`config.mk`:
```
export PLATFORM = sky130hd
export DESIGN_NAME = letter_tracker
export DESIGN_NICKNAME = d
export VERILOG_FILES = /design/src/rtl/letter_tracker.sv
export SDC_FILE = /design/constraint.sdc
export NUM_CORES = 1
export LEC_CHECK = 0
export ABC_AREA = 1
export CORE_ASPECT_RATIO = 2
export CORE_MARGIN = 2
export CORE_UTILIZATION = 51
export DETAILED_ROUTE_END_ITERATION = 8
export PLACE_DENSITY = 0.7
export SLEW_MARGIN = 25
export SYNTH_ARGS = -nofsm -noshare
export SYNTH_HDL_FRONTEND = slang
export SYNTH_SLANG_ARGS = --single-unit
```
`constraint.sdc`:
```
create_clock -name clk -period 14.4 [get_ports clk]
set_clock_uncertainty 0.15 [all_clocks]
set_input_delay 2.88 -clock clk [delete_from_list [all_inputs] [get_ports clk]]
set_output_delay 2.88 -clock clk [all_outputs]
set_load 0.02 [all_outputs]
```
`src/rtl/letter_tracker.sv`:
```
// Falling-letter slot tracker: accepts spawned letters, advances them each frame,
// and retires them on a correct keystroke (hit) or on reaching the bottom row (miss).
module letter_tracker #(
  parameter int          SLOTS   = 8,
  parameter logic [8:0]  X_MAX   = 9'd470,
  parameter int          SCORE_W = 16,
  localparam int         IDX_W   = (SLOTS > 1) ? $clog2(SLOTS) : 1
) (
  input  logic               clk,
  input  logic               rst_n,
  // generator side
  input  logic               spawn_valid,
  output logic               spawn_ready,
  input  logic [7:0]         spawn_ch,
  input  logic [2:0]         spawn_speed,
  input  logic [8:0]         spawn_x,
  input  logic [9:0]         spawn_y,
  // timing and keyboard
  input  logic               frame_tick,
  input  logic               key_valid,
  input  logic [7:0]         key_ch,
  // renderer read port
  input  logic [IDX_W-1:0]   rd_idx,
  output logic               rd_active,
  output logic [7:0]         rd_ch,
  output logic [8:0]         rd_x,
  output logic [9:0]         rd_y,
  // score side
  output logic               hit,
  output logic               miss,
  output logic               wrong,
  output logic [SCORE_W-1:0] score,
  output logic [7:0]         miss_count
);

  typedef struct packed {
    logic       active;
    logic [7:0] ch;
    logic [2:0] speed;
    logic [8:0] x;
    logic [9:0] y;
  } slot_t;

  slot_t slot_q [SLOTS];
  slot_t slot_d [SLOTS];

  logic               free_found;
  logic [IDX_W-1:0]   free_idx;
  logic               key_found;
  logic [IDX_W-1:0]   key_idx;
  logic [8:0]         best_x;
  logic               key_hit;
  logic               key_wrong;
  logic               spawn_fire;
  logic               any_miss;
  logic [9:0]         x_next;
  logic [2:0]         speed_fix;
  slot_t              rd_slot;

  logic               hit_q;
  logic               miss_q;
  logic               wrong_q;
  logic [SCORE_W-1:0] score_q;
  logic [7:0]         miss_count_q;

  // Lowest-index free slot, taken from the registered state only, so a slot
  // released this cycle is not reused until the next one.
  // NOTE: every variable driven in always_comb gets a default up front; a path
  // that leaves one unassigned would infer a latch.
  always_comb begin
    free_found = 1'b0;
    free_idx   = '0;
    for (int i = 0; i < SLOTS; i++) begin
      if (!slot_q[i].active && !free_found) begin
        free_found = 1'b1;
        free_idx   = IDX_W'(i);
      end
    end
  end

  assign spawn_ready = free_found;
  assign spawn_fire  = spawn_valid && free_found;
  assign speed_fix   = (spawn_speed == 3'd0) ? 3'd1 : spawn_speed;

  // Key winner: the matching letter closest to the bottom; strict '>' keeps
  // the lowest index on equal rows.
  always_comb begin
    key_found = 1'b0;
    key_idx   = '0;
    best_x    = '0;
    for (int i = 0; i < SLOTS; i++) begin
      if (slot_q[i].active && (slot_q[i].ch == key_ch) &&
          (!key_found || (slot_q[i].x > best_x))) begin
        key_found = 1'b1;
        key_idx   = IDX_W'(i);
        best_x    = slot_q[i].x;
      end
    end
  end

  assign key_hit   = key_valid && key_found;
  assign key_wrong = key_valid && !key_found;

  // Per-slot next state. A hit clears its slot before the tick is considered,
  // so a letter typed on its final frame scores rather than misses.
  always_comb begin
    any_miss = 1'b0;
    x_next   = '0;
    for (int i = 0; i < SLOTS; i++) begin
      slot_d[i] = slot_q[i];
      x_next    = {1'b0, slot_q[i].x} + {7'd0, slot_q[i].speed};
      if (slot_q[i].active) begin
        if (key_hit && (key_idx == IDX_W'(i))) begin
          slot_d[i] = '0;
        end else if (frame_tick) begin
          if (x_next >= {1'b0, X_MAX}) begin
            slot_d[i] = '0;
            any_miss  = 1'b1;
          end else begin
            slot_d[i].x = x_next[8:0];
          end
        end
      end
    end
    // The chosen slot was inactive, so neither the tick nor the key touched it.
    if (spawn_fire) begin
      slot_d[free_idx] = '{active: 1'b1, ch: spawn_ch, speed: speed_fix,
                           x: spawn_x, y: spawn_y};
    end
  end

  // NOTE: the slot array is reset explicitly because a cleared slot must read
  // back as all-zero; a plain RAM would not give that.
  // NOTE: sequential state uses non-blocking assignments so every register
  // samples the pre-edge values regardless of statement order.
  always_ff @(posedge clk or negedge rst_n) begin
    if (!rst_n) begin
      for (int i = 0; i < SLOTS; i++) begin
        slot_q[i] <= '0;
      end
      hit_q        <= 1'b0;
      miss_q       <= 1'b0;
      wrong_q      <= 1'b0;
      score_q      <= '0;
      miss_count_q <= '0;
    end else begin
      for (int i = 0; i < SLOTS; i++) begin
        slot_q[i] <= slot_d[i];
      end
      hit_q   <= key_hit;
      miss_q  <= any_miss;
      wrong_q <= key_wrong;
      if (key_hit && (score_q != {SCORE_W{1'b1}})) begin
        score_q <= score_q + SCORE_W'(1);
      end
      if (any_miss && (miss_count_q != 8'hFF)) begin
        miss_count_q <= miss_count_q + 8'd1;
      end
    end
  end

  assign hit        = hit_q;
  assign miss       = miss_q;
  assign wrong      = wrong_q;
  assign score      = score_q;
  assign miss_count = miss_count_q;

  // Renderer view; fields are masked so a free slot always reads as zero.
  assign rd_slot   = slot_q[rd_idx];
  assign rd_active = rd_slot.active;
  assign rd_ch     = rd_slot.active ? rd_slot.ch : 8'd0;
  assign rd_x      = rd_slot.active ? rd_slot.x  : 9'd0;
  assign rd_y      = rd_slot.active ? rd_slot.y  : 10'd0;

endmodule

```
# After elaboration in Yosys (flattened, before gate mapping)
# Index checks and enable logic that the tools add are counted.
# W data, S select, Z words.
[word_totals]
register_bits = 275
latchBits = 0
mem_bits_rw = 0
romBits = 0
inputBits = 46
output_inout_bits = 56
elab_cells = 286
n_memories = 0
[op_classes]
addsub = 10
mul = 0
div = 0
order_cmp = 18
n_eq_ne = 17
n_shift = 0
mux = 128
n_bitwise = 2
reduce_logical = 66
[op_table]
columns = ["cell", "n"]
rows = [
  ["$mux W31", 27],
  ["$bwmux W248", 1],
  ["$mux W248", 1],
  ["$mux W9", 16],
  ["$mux W12", 8],
  ["$bmux W31 S3", 1],
  ["$demux W31 S3", 1],
  ["$mux W10", 9],
  ["$add A9 B3 Y10", 8],
  ["$ge A10 B9 Y1 const B", 8],
  ["$eq A8 B8 Y1", 8],
  ["$gt A9 B9 Y1", 7],
  ["$mux W1", 50],
  ["$logic_and A1 B1 Y1", 36],
  ["$mux W3", 12],
  ["$logic_not A1 Y1", 21],
  ["$add A16 B1 Y16 const B", 1],
  ["$ne A16 B16 Y1 const B", 1],
  ["$eq A3 B3 Y1 const B", 4],
  ["$add A8 B1 Y8 const B", 1],
  ["$ge A4 B4 Y1 const B", 2],
  ["$mux W8", 1],
  ["$ne A8 B8 Y1 const B", 1],
  ["$not A3 Y4", 2],
  ["other kinds (6)", 14],
]

# Logic depth before layout (Yosys ltp)
# Gate-level depths: netlist of the first run.
[depth]
word_depth = 64
depth_mapped = 103
mapped_depth_nobuf = 97

# Least setup slack after synthesis of the first run
# OpenSTA, ideal clock, no wires.
[synth_timing]
path_type = "in2reg"
start = "in key_ch[2]"
end = "reg miss_count_q[2] (netlist: miss_count[2])"
setup_ps = 65
arrival_ps = 13751
t_required_ps = 14185
slack_ps = 434
stages = 95
path_buffers = 8
cell_sequence = "buf_4 > inv_2 > nand2_1 > nand2_1 > nor2_1 > nand3_4 > nor2_8 > nand2_1 > ha_1 > nand2_1 > nor2_1 > nand3b_1 > nand3_1 > nand2_1 > nand2_2 > nand2_2 > inv_2 > buf_6 > [59 not listed] > o21ai_0 > a21boi_0 > o21ai_0 > nand2_1 > nand2_1 > nand2_1 > nand2_1 > nand2_4 > nand3_1 > nor2_1 > nand2_2 > nand2_1 > nand2_1 > nor2_2 > nand3_4 > nand2_4 > nand2_1 > nand2_1"
[synth_via]
elab_chain_cells = 64
word_cells_on_any_way = 114
cone_classes = "7 x order compare; 15 x eq/ne; 52 x mux; 40 x reduce/logical"
[synth_rtl]
columns = ["item", "line_no", "text"]
rows = [
  ["start, declared", "21", "input logic [7:0] key_ch,"],
  ["$eq A8 B8 Y1", "92", "if (slot_q[i].active && (slot_q[i].ch == key_ch) &&"],
  ["$logic_and A1 B1 Y1", "92", ""],
  ["$mux W9 or $mux W1 (tied branches)", "92", ""],
  ["$gt A9 B9 Y1 or $logic_not A1 Y1 (tied branches)", "93", "(!key_found || (slot_q[i].x > best_x))) begin"],
  ["$logic_or A1 B1 Y1", "93", ""],
  ["$logic_and A1 B1 Y1", "92", ""],
  ["$mux W9 or $mux W1 (tied branches)", "92", ""],
  ["$gt A9 B9 Y1 or $logic_not A1 Y1 (tied branches)", "93", ""],
  ["[49 not listed]", "--", ""],
  ["$mux W1", "113", "if (key_hit && (key_idx == IDX_W'(i))) begin"],
  ["$mux W1", "112", "if (slot_q[i].active) begin"],
  ["$mux W1", "116", "if (x_next >= {1'b0, X_MAX}) begin"],
  ["$mux W1", "115", "end else if (frame_tick) begin"],
  ["$mux W1", "113", ""],
  ["$mux W1 *", "112", ""],
  ["named net any_miss", "55", "logic any_miss;"],
  ["$logic_and A1 B1 Y1 *", "156", "if (any_miss && (miss_count_q != 8'hFF)) begin"],
  ["end signal, assigned", "157", "miss_count_q <= miss_count_q + 8'd1;"],
  ["end, declared", "64", "logic [7:0] miss_count_q;"],
]
# The timed path passes the listed nets; every way through them passes the cells marked *.
# A chain may end at the register's enable or synchronous reset.

# Worst setup path after layout of the first run
[layout_timing]
start = "in key_ch[5]"
end = "reg miss_count_q[5] (netlist: miss_count[5])"
# Same word-level chain as after synthesis.

==> impl_metrics.json, run 1 <==
{
  "status": "finished, final reports clean",
  "p_comb_frac": 0.507,
  "yosys_warnings": 0,
  "synth_top_area_share": 0.347,
  "place_hpwl_um": 60900,
  "drtAntennaViolNets": 0,
  "yosys-top-cells-area": "dfrtp_1 (35%), nand2_1 (10%), o21ai_0 (9.9%), nand3_1 (6.2%), ha_1 (5.6%)",
  "post-route-period-util": 0.968,
  "path_buf_inv": 7,
  "cts_root_buf": "clkbuf_16",
  "p_per_area_nw_per_um2": 199,
  "layout-drive-gt1-share": 0.143,
  "fin_crit_ns": 13.94,
  "grt_pass1_wl_um": 126000,
  "first_global_vias": 21018,
  "crit_type": "in -> reg",
  "synth_top_cell_by_area": "dfrtp_1",
  "ios": 102,
  "tightest_slew_ns": 1.12,
  "numCtsBuffers": 28,
  "hold_class": "reg -> reg",
  "grt.busiest_layer": "met2",
  "vias": 21448,
  "ys_seq_area_frac": 0.347,
  "path_common_cell": "nand2_1",
  "wire_per_inst_um": 24.6,
  "critPathLaunchType": "input pin",
  "crit_slowest_cell": "o21ai_0",
  "use_met3": 0.104,
  "synth_top_family_by_area": "simple AND/OR/NAND/NOR gates",
  "grt_max_degree": 101,
  "cts_buffer_depth": 3,
  "clk_latency_ns": 0.60,
  "p_seq_frac": 0.334,
  "placedCellCount": 3439,
  "die_area_sq_um": 40600,
  "drc": 0,
  "synthAdderAreaFrac": 0.0642,
  "clockPowerShare": 0.159,
  "core.rowCount": 102,
  "drt_iter0_drc": 1620,
  "placed_area_sq_um": 22200,
  "synth_xor_area_frac": 0.0367,
  "cap_violations": 0,
  "leakage_nw": 11.5,
  "antenna_found_initial": 1,
  "port_buffers": 101,
  "yosysMostFrequentCell": "nand2_1",
  "netlist-cell-type-count": 56,
  "dieHeight_um": 283,
  "synth_edf_count": 0,
  "synth-async-reset-ratio": 1.00,
  "n_antenna_cell": 0,
  "use_met1": 0.398,
  "cp_data_required_time_ns": 14.78,
  "avgViaCountPerCell": 6.09,
  "avgSynthCellArea_sq_um": 7.06,
  "synthMuxAreaShare": 0,
  "worstPathArrival_ns": 14.32,
  "synth_cells": 2810,
  "yosys-top-cells-count": "nand2_1 (548), o21ai_0 (393), dfrtp_1 (275)",
  "htree_levels": 1,
  "hold_viol_final": 0,
  "final_max_slew_viol_count": 0,
  "die_x_um": 143,
  "peakVddDrop_mv": 0.151,
  "core_sq_um": 38500,
  "area_growth_pct": 21.0,
  "cts.clk_slew.worst_paths_ns": 0.06,
  "p_sw_w": 0.00234,
  "synthFlopType": "dfrtp_1",
  "final_cells": 3520,
  "start_util": 0.515,
  "cts_tree": "done",
  "nets": 3123,
  "setup_tns_ns": 0,
  "fin_area_sq_um": 24000,
  "synth_compound_area_frac": 0.207,
  "cts.sinks": 275,
  "syn_nets": 2953,
  "multi_input_area_sq_um": 11900,
  "crit_path_end_kind": "flip-flop",
  "switching_share": 0.490,
  "nFillCells": 3624,
  "syn_area_sq_um": 19800,
  "hold-worst-slack_ns": 0.356,
  "regArea_sq_um": 6880,
  "critPathTopFamily": "simple AND/OR/NAND/NOR gates",
  "routed_wl_um": 86500,
  "fmax_ghz": 0.0718,
  "finalPower_w": 0.00478,
  "dr.pass1.iters": 6,
  "intPower_w": 0.00244,
  "ys_ff_latch": 275,
  "grt_use_met2": 0.720,
  "crit_fanout": 8,
  "cts_hold_buf": 0,
  "slowest_delay_ns": 0.42,
  "grt_util_all_layers": 0.423,
  "gp_congestion": 1.05,
  "yosys.area_share.simple": 0.261,
  "setup_viol": 0,
  "relSlewSlack": 0.256,
  "overflow": 0
}
[repair_timing]
item,4_1_cts,5_1_grt
buffers inserted,1,22
endpoints found under the setup margin,250,257
pin swaps,11,67
resized for setup,29,160
cloned,3,5
[cells in the final DEF, fill, tap and decap left out, types with 20 or more instances in the layout]
cell type,count
clkdlybuf4s50_1,89
buf_4,173
inv_1,239
dfrtp_1,275
nor3_1,29
ha_1,81
nand2_2,48
o21ai_1,43
nand2_1,499
nand4_1,29
o21ai_0,352
nand3_1,240
o22ai_1,24
xor2_1,65
nor2_1,239
a21oi_1,191
a31oi_1,55
inv_2,20
clkbuf_16,30
[tightest hold or removal path, cell delays in order, from the launching register on]
cell and delay [ns]:
dfrtp_1 0.34, nand3_1 0.07, o21ai_0 0.06
[final timing paths]
path                             start            end  slack [ns]  cells past startpoint
setup reg to reg           slot_q[247]  miss_count[5]        2.26                     89
min in group asynchronous        rst_n  miss_count[6]        2.13                      1
max in group asynchronous        rst_n    slot_q[242]        9.77                      3
hold reg to reg            slot_q[195]    slot_q[195]        0.36                      2
hold / removal             slot_q[195]    slot_q[195]        0.36                      2
setup / recovery             key_ch[5]  miss_count[5]        0.46                     91
[kinds of logic after synthesis]
family / after synthesis
xor gates and xnor gates: 83
DFF: 275
and+or+nand+nor: 1177
AOI/OAI and AO/OA: 753
adders and majority gates: 97
buffers and inverters: 425
[routing by layer]
layer,share of wire,vias to the layer above
li1,-,9803
met1,0.31,10160
met2,0.49,1011
met3,0.075,474
met4,0.13,0
met5,0,-
[metrics by stage]
step	worst slack, ns	utilization
final	0.465	0.623
after CTS	0.00536	0.602
after global routing	-0.192	0.623
after global placement	-0.672	0.575
after detailed placement	-1.11	0.575
after floorplan	0.434	-
[state kept, by name (all words and copies together), names as in the netlist]
| signal | count |
|---|---|
| miss_count | 8 |
| miss | 1 |
| slot_q | 248 |
| hit | 1 |
| wrong | 1 |
| score | 16 |
[power by group through the flow]
stage / Sequential [W] / Combinational, W / Clock [W]
floorplan: 0.00137 / 0.00156 / 0
global placement: 0.00155 / 0.00218 / 0
detailed placement: 0.00156 / 0.00223 / 0
CTS: 0.00155 / 0.00227 / 0.000766
global route: 0.00162 / 0.00269 / 0.000796
finish: 0.00160 / 0.00242 / 0.000761
[cell type report]
| cell class | count | share of cell area |
|---|---|---|
| clock buffers | 38 | 0.0324 |
| clock inverters | 12 | 0.00641 |
| inverters | 267 | 0.0425 |
| multi-input cells | 2115 | 0.495 |
| flip-flops and latches | 275 | 0.287 |
| well taps | 520 | 0.0271 |
| repair buffers | 293 | 0.110 |
No activity file was read; power rests on OpenSTA's default activity.
==> run 2, diff against run 1 <==
--- a/config.mk
+++ b/config.mk
@@ -8,9 +8,9 @@
 export ABC_AREA = 1
 export CORE_ASPECT_RATIO = 2
 export CORE_MARGIN = 2
-export CORE_UTILIZATION = 51
+export CORE_UTILIZATION = 50
 export DETAILED_ROUTE_END_ITERATION = 8
-export PLACE_DENSITY = 0.7
+export PLACE_DENSITY = 0.69
 export SLEW_MARGIN = 25
 export SYNTH_ARGS = -nofsm -noshare
 export SYNTH_HDL_FRONTEND = slang
==> impl_metrics.json, run 2 (same netlist as run 1, synthesis figures left out) <==
{
  "overflow": 0,
  "die_x_um": 145,
  "crit_slowest_cell": "ha_1",
  "fmax_ghz": 0.0725,
  "status": "finished, final reports clean",
  "start_util": 0.505,
  "wirelength_met1_um": 27800,
  "place_hpwl_um": 60700,
  "fin_crit_ns": 13.80,
  "avgViaCountPerCell": 6.12,
  "drt_iter0_drc": 1945,
  "hold_viol_final": 0,
  "dr_wl_met3_um": 7130,
  "setup_viol": 0,
  "slowest_delay_ns": 0.37,
  "post-route-period-util": 0.958,
  "fin_area_sq_um": 24200,
  "nFillCells": 3639,
  "grt_max_degree": 96,
  "final_common_cell": "nand2_1",
  "wire_per_inst_um": 24.5,
  "numCtsBuffers": 28,
  "leakage_nw": 11.7,
  "die_area_sq_um": 41400,
  "htree_levels": 1,
  "dieHeight_um": 286,
  "cts_tree": "done",
  "placedCellCount": 3460,
  "final_cell_mix": "nand2_1 (505), o21ai_0 (360), dfrtp_1 (275), nand3_1 (241), inv_1 (239)",
  "final_max_slew_viol_count": 0,
  "grt_util_all_layers": 0.417,
  "port_buffers": 101,
  "antenna_found_initial": 0,
  "crit_path_end_kind": "flip-flop",
  "core_sq_um": 39300,
  "placed_area_sq_um": 22300,
  "final_cells": 3540,
  "p_per_area_nw_per_um2": 202,
  "regArea_sq_um": 6880,
  "path_buf_inv": 13,
  "cts_buffer_depth": 3,
  "crit_fanout": 7,
  "layout-drive-gt1-share": 0.148,
  "crit_type": "in -> reg",
  "critPathTopFamily": "simple AND/OR/NAND/NOR gates",
  "cts.clk_slew.worst_paths_ns": 0.07,
  "largest_reg_flops": 248,
  "clk_latency_ns": 0.61,
  "critPathLaunchType": "input pin",
  "area_growth_pct": 22.1,
  "hold_class": "reg -> reg",
  "cts.sinks": 275,
  "core.rowCount": 103,
  "drc": 0,
  "path_common_cell": "nand2_1",
  "wl_met2_um": 41500,
  "cts_root_buf": "clkbuf_16",
  "routed_wl_um": 86600,
  "gp_congestion": 1.02,
  "grt_pass1_wl_um": 128000,
  "cts_hold_buf": 0,
  "drtAntennaViolNets": 0,
  "multi_input_area_sq_um": 11800,
  "worstPathArrival_ns": 14.13,
  "cap_violations": 0,
  "nets": 3136,
  "ios": 102,
  "routed.top_layer": "met4",
  "dr.pass1.iters": 6,
  "cp_data_required_time_ns": 14.73,
  "peakVddDrop_mv": 0.128,
  "top_register": "slot_q",
  "relSlewSlack": 0.298,
  "vias": 21659,
  "tightest_slew_ns": 1.05,
  "first_global_vias": 21283
}
[run 2: cell types whose count changed in the layout (fill, tap and decap cells not counted), sizes merged]
cell and change:
buf +14, bufinv +6, clkinv +5, clkbuf -4, dlygate4sd2 -2, dlymetal6s2s -2
inv -2, clkdlybuf4s15 -1, diode +1
[run 2: worst paths after layout]
| path | slack, ns | from | to | cells past startpoint |
|---|---|---|---|---|
| worst max-delay path | 0.60 | key_ch[2] | slot_q[133] | 98 |
| worst min-delay path | 0.36 | score[15] | score[15] | 1 |
| worst max register to register | 2.25 | slot_q[247] | slot_q[133] | 95 |
| worst min register to register | 0.36 | score[15] | score[15] | 1 |
| max in group asynchronous | 10.47 | rst_n | slot_q[87] | 2 |
| min in group asynchronous | 2.13 | rst_n | slot_q[205] | 1 |
[run 2: what timing repair did]
item	4_1_cts	5_1_grt
setup buffers	2	19
pin swaps	10	65
cloned	3	4
setup endpoints to repair	257	257
gates resized for setup	33	157
[run 2: report_power, final]
| part | switching [W] | internal, W | leakage [nW] |
|---|---|---|---|
| Clock | 0.000356 | 0.000515 | 0.527 |
| Combinational | 0.00152 | 0.000927 | 7.68 |
| Sequential | 0.000472 | 0.00110 | 3.46 |
[run 2: through the flow]
step / hold WS (ns) / util / power [W] / TNS, ns / worst slack (ns)
floorplan: 0.323 / - / 0.00293 / 0 / 0.434
global placement: 0.336 / 0.567 / 0.00373 / -157.38 / -0.791
detailed placement: 0.344 / 0.568 / 0.00379 / -253.30 / -1.21
CTS: 0.361 / 0.598 / 0.00469 / 0 / 0.0300
global route: 0.384 / 0.616 / 0.00522 / -46.06 / -0.307
finish: 0.355 / 0.616 / 0.00489 / 0 / 0.604
[run 2: area by class of cell]
cell class	count	share of cell area
inverter	267	0.0424
timing repair buffer	306	0.114
tap	525	0.0271
antenna	1	0.000103
sequential	275	0.284
multi-input combinational	2115	0.487
clock buffer	30	0.0301
clock inverter	21	0.0148
[run 2: routing by layer]
metal,track usage,vias up
li1,-,9837
met1,0.425,10201
met2,0.679,1129
met3,0.103,492
met4,0.400,0
met5,0,-
